==> src/rtl/mac_matrix_mem.sv <==
// mac_matrix_mem
// Matrix storage and sequencing for the pipelined MAC path. The host streams
// A (row-major) then B (row-major). On start, the MAC unit reads A/B through
// one-cycle-latency registered ports and writes C back. After mac_done, C is
// drained to the host row-major over a valid/ready stream.
//
// Ports
//   clk, rstn                 clock, async active-low reset
//   load_valid/ready/data     host A/B input stream
//   start                     begin compute (READY only)
//   mac_compute               MAC unit enable
//   a_b_re, a_addr_in,
//   b_addr_in                 MAC read request (served in every state)
//   a_data_out, b_data_out    registered read data
//   c_we, c_addr_in,
//   c_data_in                 C write-back (COMPUTE only)
//   mac_done                  MAC unit finished (COMPUTE only)
//   out_valid/ready/data      C output stream
//   drain_done                pulse in the cycle after the last C transfer
//
// state   | meaning
// --------+----------------------------------------------
// LOAD    | accepting A then B from the host
// READY   | matrices loaded, waiting for start
// COMPUTE | MAC unit owns the read and C write ports
// DRAIN   | streaming C to the host
module mac_matrix_mem #(
  parameter int param_M            = 4,
  parameter int param_K            = 4,
  parameter int param_N            = 4,
  parameter int DATA_WIDTH_INITIAL = 8,
  parameter int DATA_WIDTH_FINAL   = DATA_WIDTH_INITIAL * 2,
  localparam int AW = $clog2(param_M * param_K),
  localparam int BW = $clog2(param_K * param_N),
  localparam int CW = $clog2(param_M * param_N)
) (
  input  logic                          clk,
  input  logic                          rstn,
  input  logic                          load_valid,
  output logic                          load_ready,
  input  logic [DATA_WIDTH_INITIAL-1:0] load_data,
  input  logic                          start,
  output logic                          mac_compute,
  input  logic                          a_b_re,
  input  logic [AW-1:0]                 a_addr_in,
  input  logic [BW-1:0]                 b_addr_in,
  output logic [DATA_WIDTH_INITIAL-1:0] a_data_out,
  output logic [DATA_WIDTH_INITIAL-1:0] b_data_out,
  input  logic                          c_we,
  input  logic [CW-1:0]                 c_addr_in,
  input  logic [DATA_WIDTH_FINAL-1:0]   c_data_in,
  input  logic                          mac_done,
  output logic                          out_valid,
  input  logic                          out_ready,
  output logic [DATA_WIDTH_FINAL-1:0]   out_data,
  output logic                          drain_done
);

  localparam int A_SZ = param_M * param_K;
  localparam int B_SZ = param_K * param_N;
  localparam int C_SZ = param_M * param_N;
  localparam int TOT  = A_SZ + B_SZ;
  localparam int LW   = $clog2(TOT);

  localparam logic [AW:0]   A_LIM   = A_SZ[AW:0];
  localparam logic [BW:0]   B_LIM   = B_SZ[BW:0];
  localparam logic [CW:0]   C_LIM   = C_SZ[CW:0];
  localparam logic [LW-1:0] LD_A    = A_SZ[LW-1:0];
  localparam logic [LW-1:0] LD_LAST = LW'(TOT - 1);
  localparam logic [CW-1:0] DR_LAST = CW'(C_SZ - 1);

  typedef enum logic [1:0] {
    LOAD    = 2'd0,
    READY   = 2'd1,
    COMPUTE = 2'd2,
    DRAIN   = 2'd3
  } state_t;

  state_t                        state_q, state_d;
  logic [LW-1:0]                 ld_idx_q, ld_idx_d;
  logic [CW-1:0]                 dr_idx_q, dr_idx_d;
  logic                          drain_done_q, drain_done_d;
  logic [DATA_WIDTH_INITIAL-1:0] a_data_q, b_data_q;

  logic [DATA_WIDTH_INITIAL-1:0] a_mem [A_SZ];
  logic [DATA_WIDTH_INITIAL-1:0] b_mem [B_SZ];
  logic [DATA_WIDTH_FINAL-1:0]   c_mem [C_SZ];

  logic [AW-1:0] ld_a_idx;
  logic [BW-1:0] ld_b_idx;
  logic          a_in_rng, b_in_rng, c_in_rng;

  assign ld_a_idx = AW'(ld_idx_q);
  assign ld_b_idx = BW'(ld_idx_q - LD_A);
  assign a_in_rng = {1'b0, a_addr_in} < A_LIM;
  assign b_in_rng = {1'b0, b_addr_in} < B_LIM;
  assign c_in_rng = {1'b0, c_addr_in} < C_LIM;

  always_ff @(posedge clk or negedge rstn) begin
    if (!rstn) begin
      state_q      <= LOAD;
      ld_idx_q     <= '0;
      dr_idx_q     <= '0;
      drain_done_q <= 1'b0;
    end else begin
      state_q      <= state_d;
      ld_idx_q     <= ld_idx_d;
      dr_idx_q     <= dr_idx_d;
      drain_done_q <= drain_done_d;
    end
  end

  always_comb begin
    state_d      = state_q;
    ld_idx_d     = ld_idx_q;
    dr_idx_d     = dr_idx_q;
    drain_done_d = 1'b0;
    load_ready   = 1'b0;
    mac_compute  = 1'b0;
    out_valid    = 1'b0;
    out_data     = '0;
    case (state_q)
      LOAD: begin
        load_ready = 1'b1;
        if (load_valid) begin
          if (ld_idx_q == LD_LAST) begin
            ld_idx_d = '0;
            state_d  = READY;
          end else begin
            ld_idx_d = ld_idx_q + 1'b1;
          end
        end
      end
      READY: begin
        if (start) state_d = COMPUTE;
      end
      COMPUTE: begin
        mac_compute = 1'b1;
        if (mac_done) state_d = DRAIN;
      end
      DRAIN: begin
        out_valid = 1'b1;
        out_data  = c_mem[dr_idx_q];
        if (out_ready) begin
          if (dr_idx_q == DR_LAST) begin
            dr_idx_d     = '0;
            drain_done_d = 1'b1;
            state_d      = LOAD;
          end else begin
            dr_idx_d = dr_idx_q + 1'b1;
          end
        end
      end
      default: state_d = LOAD;
    endcase
  end

  // Storage carries no reset so results survive a reset for inspection.
  always_ff @(posedge clk) begin
    if (state_q == LOAD && load_valid) begin
      if (ld_idx_q < LD_A) a_mem[ld_a_idx] <= load_data;
      else                 b_mem[ld_b_idx] <= load_data;
    end
    if (state_q == COMPUTE && c_we && c_in_rng) c_mem[c_addr_in] <= c_data_in;
  end

  always_ff @(posedge clk or negedge rstn) begin
    if (!rstn) begin
      a_data_q <= '0;
      b_data_q <= '0;
    end else if (a_b_re) begin
      a_data_q <= a_in_rng ? a_mem[a_addr_in] : '0;
      b_data_q <= b_in_rng ? b_mem[b_addr_in] : '0;
    end
  end

  assign a_data_out = a_data_q;
  assign b_data_out = b_data_q;
  assign drain_done = drain_done_q;

endmodule
==> config.mk <==
export PLATFORM = sky130hd
export DESIGN_NAME = mac_matrix_mem
export DESIGN_NICKNAME = d
export VERILOG_FILES = /design/src/rtl/mac_matrix_mem.sv
export SDC_FILE = /design/constraint.sdc
export NUM_CORES = 1
export LEC_CHECK = 0
export CAP_MARGIN = 20
export CORE_MARGIN = 3
export CORE_UTILIZATION = 57
export CTS_BUF_LIST = sky130_fd_sc_hd__clkbuf_8
export CTS_CLUSTER_SIZE = 24
export DETAILED_ROUTE_END_ITERATION = 8
export PLACE_DENSITY = 0.9
export REMOVE_ABC_BUFFERS = 1
export SLEW_MARGIN = 20
export SYNTH_ARGS = -nofsm -noshare
export SYNTH_HDL_FRONTEND = slang
export SYNTH_SLANG_ARGS = --single-unit
==> constraint.sdc <==
create_clock -name clk -period 2.65 [get_ports clk]
set_input_delay 0.6625 -clock clk [delete_from_list [all_inputs] [get_ports clk]]
set_output_delay 0.6625 -clock clk [all_outputs]
set_load 0.02 [all_outputs]
# After elaboration in Yosys (flattened, before gate mapping)
# Memory sizes are Yosys's and may differ from the RTL's. A register that Yosys moved wholly into a read port is not among the register bits.
# Cells that the tools add are included.
# totals
reg_bits	12
mem_bits_rw	512
input_bits	44
out_inout_bits	36
wordCells	54
mem_count	3
# classes
n_addsub	3
order_cmp	1
eq_ne	11
n_mux	24
n_reduce_logical	8
# mem_list
name	depth	word_bits	rd	rd_clocked_by_memory_dff	wr	line	text
c_mem	16	16	1	0	1	87	logic [DATA_WIDTH_FINAL-1:0] c_mem [C_SZ];
a_mem	16	8	1	1	1	85	logic [DATA_WIDTH_INITIAL-1:0] a_mem [A_SZ];
b_mem	16	8	1	1	1	86	logic [DATA_WIDTH_INITIAL-1:0] b_mem [B_SZ];
# ops
operator	n
2-to-1 mux 16 bit	1
2-to-1 mux 1 bit	14
2-to-1 mux 2 bit	6
!= test 2 bit (second input constant)	6
one-hot mux 2 bit (4 select lines)	1
AND reduction 6 bit	1
adder 5 x 1 -> 5 bit (second input constant)	1
equality test 5 bit (second input constant)	1
< comparator 5 bit (second input constant)	1
2-to-1 mux 5 bit	1
adder 4 x 1 -> 4 bit (second input constant)	1
equality test 2 bit (second input constant)	2
equality test 4 bit (second input constant)	1
2-to-1 mux 4 bit	1
AND reduction 2 bit	2
subtractor 4 x 1 -> 4 bit (second input constant)	1
equality test 2 x 1 -> 1 bit (second input constant)	1
logical AND 1 bit	2
logical NOT 1 bit	2
logical NOT 2 bit	1

# Depth between registers and ports, before layout
# depth
ltp_word	4
depth_mapped	7
ltp_nobuf	7

# Worst setup path after synthesis
# No wires, ideal clock.
# synth_timing
path_kind	reg-to-reg
startpoint	reg state_q[0]
endpoint	mem c_mem[0][0] in the netlist's numbering, enable pin
setup_ns	0.409
t_arrival_ns	2.422
required_ns	2.241
slack_ns	-0.181
path_stages_with_launch	6
path_buffers	0
period_less_slack_ns	2.831
path_cell_list	dfrtp_1 inv_1 ha_1 nand2_1 or3_1 nor3_1
# synth_via
elab_chain_len	4
# synth_rtl
item	line	text
start: declaration	79	state_t state_q, state_d;
start signal: assignment	106	state_q <= state_d;
equality test 2 bit	164	if (state_q == COMPUTE && c_we && c_in_rng) c_mem[c_addr_in] <= c_data_in;
logical AND 1 bit	164	
2-to-1 mux 1 bit	164	
2-to-1 mux 1 bit (implied by the code)	164	
end: declaration	87	
# Every way passes these cells.

# Worst setup path after layout
# layout_timing
startpoint	reg dr_idx_q[0]
endpoint	out out_data[9]
# layout_via
elab_chain_len	2
# layout_rtl
item	line	text
start: declaration	81	logic [CW-1:0] dr_idx_q, dr_idx_d;
start signal: assignment	108	dr_idx_q <= dr_idx_d;
memory read (16 x 16 bit)	n/a	
2-to-1 mux 16 bit	122	case (state_q)
end: declaration	55	output logic [DATA_WIDTH_FINAL-1:0] out_data,
# Every way passes these cells.

==> impl_metrics.tcl <==
set metrics [dict create \
    n_antenna_cell 0 \
    coreArea_sq_mm 0.0368 \
    finalClockSkew_ps 19.1 \
    sequential_to_total_area_share_from_yosys_stat_pct 75.1 \
    layoutNonFillerInstCount 1814 \
    multi_input_area_sq_mm 0.00538 \
    crit_type "flop to output pin" \
    clock_sink_count 540 \
    sequential_cell_area_sq_mm 0.0161 \
    synth-seq-cells 540 \
    cpMaxStageDelayCell "sky130_fd_sc_hd__dfrtp_4" \
    floorplan.die_area_sq_mm 0.0399 \
    syn_to_final_growth_pct 20.1 \
    max_stage_delay_ps 550 \
    setup_ws_ps -686 \
    crit_path_cell_trace "buf_12, buf_12, buf_6, mux4_2, mux2i_1, o32ai_2, buf_4" \
    failed_checks "setup timing" \
    final_clock_period_utilization_by_the_worst_path_pct 126 \
    first_iter_violations 1521 \
    hold_violations 0 \
    drt_pre_antenna_iters 7 \
    final_period_minus_worst_setup_slack_ps 3340 \
    gp_congestion 0.784 \
    dr_total_vias 12000 \
    synth_enable_flop_cells 512 \
    worstSetupEndpointType "output pin" \
    grt_use_total_pct 26.5 \
    design_power_total_w 0.0225 \
    initial_core_util_pct 58.2 \
    layout.filler_cells 1958 \
    synth_async_sr_flop_share_pct 5.19 \
    place.port_buffers 79 \
    grt_first_pass_wirelength_mm 77.5 \
    number_of_cells_produced_by_synthesis 1051 \
    drc 0 \
    chipWidth_microns 200 \
    crit_family "multiplexers" \
    io_pins 80 \
    placement_rows 70 \
    cts-buffers-inserted 82 \
    postRouteAntennaNets 0 \
    nature_of_the_critical_path_startpoint "flop" \
    fin_nets 1342 \
    clock_path_buffers 3 \
    peakVddDrop_v 0.000575 \
    grt_remaining_overflow 0 \
    cts_hold_buf 0 \
    dp.final_hpwl_mm 27.8 \
    worst_ep_required_ps 1990 \
    achievable-frequency_ghz 0.300 \
    slew_headroom_pct 59.6 \
    buffer_cell_driving_the_clock_tree_root "sky130_fd_sc_hd__clkbuf_8" \
    fraction_of_layout_cells_with_a_size_suffix_above_1_pct 29.8 \
    prevailing_post_synth_register_cell "sky130_fd_sc_hd__edfxtp_1" \
    run_status "finished with violations" \
    initial_antenna_violation_count 0 \
    vias_in_the_first_global_route 12300 \
    tritoncts_clock_tree "done" \
    synth_cell_type_count 40 \
    clk_pin_slew_worst_paths_ps 60 \
    worst_pin_slew_ps 604 \
    reg2reg_setup_slack_ps 220 \
    cts_max_level 3 \
    place_inst 1652 \
    finish.instance_area_sq_mm 0.0257 \
    route.detailed.wl_per_inst_microns 29.6 \
    synth_warnings 0 \
    die_y_microns 200 \
    worst-path-buf-inv 4 \
    ff2ff_path_depth 7 \
    setup_tns_ps -8770 \
    routed_wirelength_mm 53.6 \
    p_per_area_mw_per_mm2 874 \
    worst_hold_path_type "input port to async pin" \
    critical_path_peak_fanout 8 \
    syn-cell-area_sq_mm 0.0214 \
    rsz0062_at_grt "true" \
    grt_start_max_net_pins 33 \
    cap_violations 0 \
    placedInstanceArea_sq_mm 0.0237 \
    critical_path.reg2reg.endpoint "state_q[1]$_DFFE_PN0P_" \
    clock_insertion_delay_at_the_later_pin_of_the_skew_report_ps 640 \
    synthesis.area_per_instance_sq_um 20.4 \
    vias_per_cell 6.63 \
    finalMaxSlewViolations 0 \
    crit_arrival_ps 2670 \
    reg2reg_from "ld_idx_q[1]$_DFFE_PN0N_" \
    critPathMostFrequentCell "sky130_fd_sc_hd__buf_12" \
    p_leak_nw 8.87 \
    report.final.setup_viol 16 \
    holdWs_ps 441 \
]
[metrics by stage]
| step | util (%) | worst slack (ps) |
|---|---|---|
| 5_1_grt | 69.9 | -734 |
| 3_5_place_dp | 64.3 | -477 |
| 3_3_place_gp | 64.3 | -413 |
| 4_1_cts | 69.3 | -634 |
| 2_1_floorplan | - | -2760 |
| 6_report | 69.9 | -686 |
[kinds of logic (layout without fill, tap and decap cells)]
logic type	after synthesis	after routing	share of synthesized area [%]
compound gates	107	107	3.79
xor+xnor	1	1	0.0409
fa+ha+maj	10	10	0.585
buf+inv	66	361	1.88
flops	540	540	75.1
mux	197	197	15.5
simple gates	130	130	3.05
[synth_stat cells (all sizes together) (19+ instances only)]
cell / count / share of area [%]
edfxtp: 512 / 72
clkbuf: 26 / 0.47
o22ai: 32 / 0.94
mux2i: 80 / 3.7
mux2: 21 / 1.1
dfrtp: 28 / 3.3
nor2: 48 / 0.84
a21oi: 19 / 0.44
mux4: 96 / 11
nand2: 21 / 0.37
nand2b: 23 / 0.67
buf: 35 / 1.3
[cells in the final DEF (no fill, tap or decap), types with 3 or more instances in the layout]
cell	count
sky130_fd_sc_hd__inv_1	38
sky130_fd_sc_hd__buf_12	31
sky130_fd_sc_hd__mux2_2	21
sky130_fd_sc_hd__nor2_2	10
sky130_fd_sc_hd__nand3b_1	16
sky130_fd_sc_hd__nand3_1	4
sky130_fd_sc_hd__clkinv_2	8
sky130_fd_sc_hd__a21oi_1	19
sky130_fd_sc_hd__a32o_2	8
sky130_fd_sc_hd__clkinv_1	14
sky130_fd_sc_hd__mux2i_4	12
sky130_fd_sc_hd__mux4_1	33
sky130_fd_sc_hd__mux2i_2	8
sky130_fd_sc_hd__mux4_2	63
sky130_fd_sc_hd__ha_1	8
sky130_fd_sc_hd__buf_4	97
sky130_fd_sc_hd__nand2b_1	17
sky130_fd_sc_hd__nand2b_4	6
sky130_fd_sc_hd__o32ai_2	10
sky130_fd_sc_hd__nor3_2	4
sky130_fd_sc_hd__dfrtp_1	25
sky130_fd_sc_hd__nand2_1	21
sky130_fd_sc_hd__buf_6	21
sky130_fd_sc_hd__o21ai_0	4
sky130_fd_sc_hd__clkbuf_8	85
sky130_fd_sc_hd__nor2_1	38
sky130_fd_sc_hd__mux2i_1	60
sky130_fd_sc_hd__or2_2	3
sky130_fd_sc_hd__o32ai_4	5
sky130_fd_sc_hd__edfxtp_1	512
sky130_fd_sc_hd__a32o_1	8
sky130_fd_sc_hd__o211a_1	16
sky130_fd_sc_hd__clkdlybuf4s50_1	60
sky130_fd_sc_hd__o22ai_1	32
[what timing repair did]
item / CTS / global route
setup buffers: 14 / 14
resized for setup: 150 / 42
setup endpoints to repair: 19 / 17
pin swaps: 16 / 16
cloned: 2 / 0
[report_power, final]
part	internal, W	switching [W]	total [W]
clock	0.00296	0.00317	0.00612
sequential	0.00959	0.000202	0.00979
combinational	0.00319	0.00335	0.00654
[worst register-to-register path, stage by stage (launching register included)]
cell                      delay (ps)
sky130_fd_sc_hd__dfrtp_1         460
sky130_fd_sc_hd__ha_1            300
sky130_fd_sc_hd__and3_1          240
sky130_fd_sc_hd__ha_1            240
sky130_fd_sc_hd__nand2_1         130
sky130_fd_sc_hd__a221o_1         380
sky130_fd_sc_hd__a21oi_1         200
sky130_fd_sc_hd__mux2_2          360
[flip-flops by register name (all words and copies together) (netlist names)]
register	cells
b_data_out	8
c_mem	256
ld_idx_q	5
a_data_out	8
b_mem	128
a_mem	128
dr_idx_q	4
state_q	2
drain_done	1
[metal layers]
layer	track usage, %	share of wire, %	vias to the layer above
met4	11.4	4.0	0
met1	34.8	34	6013
met3	5.27	11	183
met5	0	0	-
li1	-	-	4853
met2	44.2	51	983
[cell type report]
cell class | count | share of cell area [%]
Tap cell | 468 | 2.28
Clock buffer | 85 | 4.55
Inverter | 5 | 0.0730
Sequential cell | 540 | 62.6
Multi-Input combinational cell | 445 | 20.9
Clock inverter | 57 | 0.901
Timing Repair Buffer | 214 | 8.69
[worst max path at each step]
stage,to,depth (start not counted),start
3_3_place_gp,out_data[14],7,dr_idx_q[0]$_DFFE_PN0P_
2_1_floorplan,out_data[0],4,dr_idx_q[0]$_DFFE_PN0P_
4_1_cts,out_data[13],8,dr_idx_q[0]$_DFFE_PN0P_
6_report,out_data[9],7,dr_idx_q[0]$_DFFE_PN0P_
3_5_place_dp,out_data[14],7,dr_idx_q[0]$_DFFE_PN0P_
5_1_grt,out_data[9],7,dr_idx_q[0]$_DFFE_PN0P_
No activity file was read; power rests on OpenSTA's default activity.
